$ cat src/rtl/vc_test_delay_sink.sv
// Val/rdy test sink: throttles in_rdy by delay_amt cycles per transfer and checks
// received messages against a preloaded table. Optional macro: VC_TEST_SINK_STOP_ON_ERROR_EN.
module vc_test_delay_sink #(
   parameter int p_msg_nbits = 1,
   parameter int p_num_msgs  = 1024
) (
   input  logic                          clk,
   input  logic                          reset,
   input  logic [31:0]                   delay_amt,
   input  logic                          ld_en,
   input  logic [$clog2(p_num_msgs)-1:0] ld_idx,
   input  logic [p_msg_nbits-1:0]        ld_msg,
   input  logic [$clog2(p_num_msgs):0]   num_msgs,
   input  logic                          in_val,
   output logic                          in_rdy,
   input  logic [p_msg_nbits-1:0]        in_msg,
   output logic                          done,
   output logic [$clog2(p_num_msgs):0]   num_rcvd,
   output logic [31:0]                   num_errors,
   output logic                          err
);

   localparam int c_aw = $clog2(p_num_msgs);
   localparam logic [c_aw:0] c_one = (c_aw+1)'(1);

   localparam logic [1:0] ST_WAIT = 2'd0;
   localparam logic [1:0] ST_DONE = 2'd1;
`ifdef VC_TEST_SINK_STOP_ON_ERROR_EN
   localparam logic [1:0] ST_ERR  = 2'd2;
`endif

   logic [1:0]             state;
   logic [31:0]            cnt;
   logic                   reload;
   logic [c_aw:0]          idx;
   logic [p_msg_nbits-1:0] table_mem [p_num_msgs];

   logic [31:0]            eff_cnt;
   logic                   xfer;
   logic                   mismatch;

   always_ff @(posedge clk) begin
      if (ld_en)
         table_mem[ld_idx] <= ld_msg;
   end

   // A pending reload makes delay_amt visible in the same cycle, so zero delay
   // gives back-to-back transfers with no dead cycle.
   always_comb begin
      eff_cnt  = reload ? delay_amt : cnt;
      in_rdy   = reset && (state == ST_WAIT) && (eff_cnt == '0) && (num_msgs != '0);
      xfer     = in_val && in_rdy;
      mismatch = (in_msg != table_mem[idx[c_aw-1:0]]);
      num_rcvd = idx;
`ifdef VC_TEST_SINK_STOP_ON_ERROR_EN
      done     = (state == ST_DONE) || (state == ST_ERR);
      err      = (xfer && mismatch) || (state == ST_ERR);
`else
      done     = (state == ST_DONE);
      err      = xfer && mismatch;
`endif
   end

   always_ff @(posedge clk or negedge reset) begin
      if (!reset) begin
         state      <= ST_WAIT;
         cnt        <= '0;
         reload     <= 1'b1;
         idx        <= '0;
         num_errors <= '0;
      end else if (state == ST_WAIT) begin
         if (num_msgs == '0) begin
            state <= ST_DONE;
         end else if (xfer) begin
            idx    <= idx + c_one;
            reload <= 1'b1;
            if (mismatch && (num_errors != '1))
               num_errors <= num_errors + 32'd1;
`ifdef VC_TEST_SINK_STOP_ON_ERROR_EN
            if (mismatch)
               state <= ST_ERR;
            else if ((idx + c_one) == num_msgs)
               state <= ST_DONE;
`else
            if ((idx + c_one) == num_msgs)
               state <= ST_DONE;
`endif
         end else if (eff_cnt != '0) begin
            cnt    <= eff_cnt - 32'd1;
            reload <= 1'b0;
         end else begin
            cnt    <= '0;
            reload <= 1'b0;
         end
      end
   end

`ifndef SYNTHESIS
   a_ctrl_known: assert property (@(posedge clk) disable iff (!reset)
      !$isunknown({delay_amt, in_val, num_msgs}));
   a_msg_known: assert property (@(posedge clk) disable iff (!reset)
      (in_val && in_rdy) |-> !$isunknown(in_msg));
`endif

endmodule

$ cat config.mk
export PLATFORM = sky130hd
export DESIGN_NAME = vc_test_delay_sink
export DESIGN_NICKNAME = d
export VERILOG_FILES = /design/src/rtl/vc_test_delay_sink.sv
export SDC_FILE = /design/constraint.sdc
export NUM_CORES = 2
export LEC_CHECK = 0
export ABC_AREA = 1
export CORE_MARGIN = 3
export CORE_UTILIZATION = 50
export DETAILED_ROUTE_END_ITERATION = 7
export GPL_ROUTABILITY_DRIVEN = 0
export GPL_TIMING_DRIVEN = 1
export PLACE_DENSITY = 0.71
export SKIP_CTS_REPAIR_TIMING = 1
export SYNTH_ARGS = -nofsm -noshare
export SYNTH_HDL_FRONTEND = slang
export SYNTH_SLANG_ARGS = --single-unit
$ cat constraint.sdc
create_clock -name clk -period 3.1 [get_ports clk]
set_input_delay 0.31 -clock clk [delete_from_list [all_inputs] [get_ports clk]]
set_output_delay 0.31 -clock clk [all_outputs]
set_load 0.02 [all_outputs]
==> impl_metrics.ini <==
[outcome]
run_status = finished, violations left
violations = setup timing

[worst_hold_path]
whs_path_depth = 1
hp-class = in2reg

[worst_setup_path]
cp-startpoint = num_rcvd[0]
crit_path_end = err
cp.required_ns = 2.79
critPathMaxFanout = 13
r2r-end = num_errors[18]
r2r_slack_ns = -0.22
r2r-start = num_rcvd[0]
worstPathArrival_ns = 3.65
crit_type = reg2out
worstSetupEndpointType = output port
reg2reg_depth = 22
start_kind = flip-flop

[global_route]
grt_max_degree = 141
grt_usage_pct = 29.25
grt_pass1_wl_um = 239600
grt_pass1_vias = 39921
antenna_found_initial = 3
overflow = 0

[timing]
grt_setup_unrepaired = yes
worst_pin_slew_ns = 1.034
fmax_ghz = 0.2527
finalHoldViolCount = 0
max-slew-margin-rel_pct = 31.10
fin_crit_ns = 3.957
post-route-period-util_pct = 127.7
setup_viol = 34
slew_violations = 0
whs_ns = 0.1147
fin_ws_ns = -0.8573
clock_skew_ns = 0.04159

[cells_and_area]
nNetsFinal = 5855
drive_above_1_share_pct = 11.90
area_growth_pct = 18.15
fin_util_pct = 60.05

[synthesis]
synth_xor_area_share_pct = 1.224
synthCells = 5604
synth_top_area_share_pct = 58.87
synthAdderAreaFrac_pct = 0.09582
ys_top_cells_by_count = 1627 x nor2_1, 1024 x edfxtp_1, 924 x nand2_1
synthDistinctLibCells = 47
synth_fp_nets = 5667
ys_warn_count = 0
ys_ff_latch = 1101
synth_most_common_cell = nor2_1
synth_top_family_by_area = simple AND/OR/NAND/NOR gates
synth.avg_cell_area_um2 = 9.320
ys_seq_area_share_pct = 62.57
synth_edf_count = 1024
synth.area.top_cells = edfxtp_1 59%, nor2_1 12%, nand2_1 6.6%, nand3_1 3.9%, dfrtp_1 3.6%
postSynth.asyncResetShare_pct = 6.994
yosys.area_share.simple_pct = 24.16
yosysTopAreaCell = edfxtp_1
muxShareOfSynthArea_pct = 0
synth_compound_area_share_pct = 5.891
synth_ff_type = edfxtp_1
syn_area_um2 = 52230

[clock_network]
cts_num_sinks = 1101
clk_pin_slew_ns = 0.06
clockBufferDepth = 3
cts_buffers = 113
htree_num_levels = 3
clockRootBuffer = clkbuf_16
clkLatencyLatePin_ns = 0.72
cts_tree = done

[placement]
post-dp-hpwl_um = 92070
portBuffers = 104

[floorplan]
start_util_pct = 50.82
core_um2 = 102800
die_x_um = 329.2
ioPinCount = 105
dieHeight_um = 329.2
fp-row-count = 117
die-area_um2 = 108400

[drt]
drtPass1Iterations = 8
drcViolationCount = 0
finalWirelength_um = 164900
drt_iter0_markers = 6785
ant_nets = 0
via_count = 42545
vias_per_cell = 5.858
routedWlPerCell_um = 22.71

[power]
ir_drop_v = 0.0005560
p_leak_nw = 21.91
power_per_cell_area_nw_per_um2 = 505.0

[job]
maxCapViolations = 0
[area by class of cell]
type | instances | area [µm²]
Antenna cell | 5 | 12.51
Clock buffer | 141 | 3034
Clock inverter | 72 | 843.3
Fill cell | 8537 | 41060
Inverter | 303 | 1180
Multi-Input combinational cell | 3763 | 16700
Sequential cell | 1101 | 32690
Tap cell | 1368 | 1712
Timing Repair Buffer | 509 | 5525
Timing Repair inverter | 1 | 11.26
[report_power, final]
group          internal (mW)  switching [mW]
Clock                   8.43            5.85
Sequential              16.2         0.00224
Combinational          0.149           0.495
Total                   24.8            6.34
[per-layer routing]
metal	share of wire, %	vias up	GRT usage (%)
met1	37	20354	39.65
li1	-	18970	-
met4	5.1	0	13.44
met3	12	515	5.001
met5	0	-	0
met2	46	2706	46.36
[flip-flops by register name, summed over array words and instances, names as in the netlist]
register,cells
reload,1
num_rcvd,11
cnt,32
table_mem,1024
state,1
num_errors,32
[kinds of logic after synthesis]
family                   count (synthesis)
flip-flops                            1101
adder cells (fa/ha/maj)                  4
buffers and inverters                  740
AND/OR/NAND/NOR                       3127
XOR/XNOR                                73
AO/OA/AOI/OAI                          559
[cell usage in the layout, fill, tap and decap left out, types with 82 or more instances in the layout]
| cell | netlist | final |
|---|---|---|
| nor2_1 | 1627 | 1619 |
| clkdlybuf4s50_1 | 0 | 99 |
| nor3_1 | 83 | 82 |
| edfxtp_1 | 1024 | 1024 |
| buf_4 | 43 | 284 |
| clkbuf_16 | 0 | 129 |
| inv_1 | 290 | 288 |
| nand2_1 | 924 | 888 |
| o21ai_0 | 352 | 334 |
| nand3_1 | 407 | 391 |
[worst max-delay path: stages, from the launching register on]
cell and delay [ns]:
dfrtp_4 0.62, buf_8 0.19, buf_12 0.15, buf_16 0.15, buf_4 0.12, nor2_1 0.04, nor2_1 0.09, o21ai_0 0.09
nand3_1 0.10, nand3_1 0.07, nand3_1 0.10, nand3_2 0.11, nand2_1 0.09, nand2_1 0.05, nand2_1 0.10, nor2_2 0.06
nand2_2 0.13, nand3_4 0.16, nand2_2 0.13, nand2_2 0.07, a21oi_2 0.15, buf_6 0.14
[per-stage QoR]
stage	cells	TNS (ns)	setup WS, ns	power, mW	area, µm²
final	7263	-7.205	-0.8573	31.16	61710
after global routing	7258	-10.64	-0.9884	31.87	61700
after CTS	7220	-23.47	-1.921	31.22	60660
after detailed placement	7007	-20.81	-1.151	17.17	56790
after global placement	7007	-19.51	-1.134	17.16	56790
after floorplan	5604	0	0.2938	16.71	52230
[worst min-delay path by stage]
stage / start / end / slack (ns)
CTS: reset / num_errors[25] / -0.07
global route: ld_msg / table_mem[407] / 0.10
finish: ld_msg / table_mem[407] / 0.11
global placement: cnt[30] / cnt[30] / 0.51
detailed placement: num_errors[17] / num_errors[17] / 0.51
floorplan: reset / cnt[0] / 0.01
(Power assumes the default switching activity.)
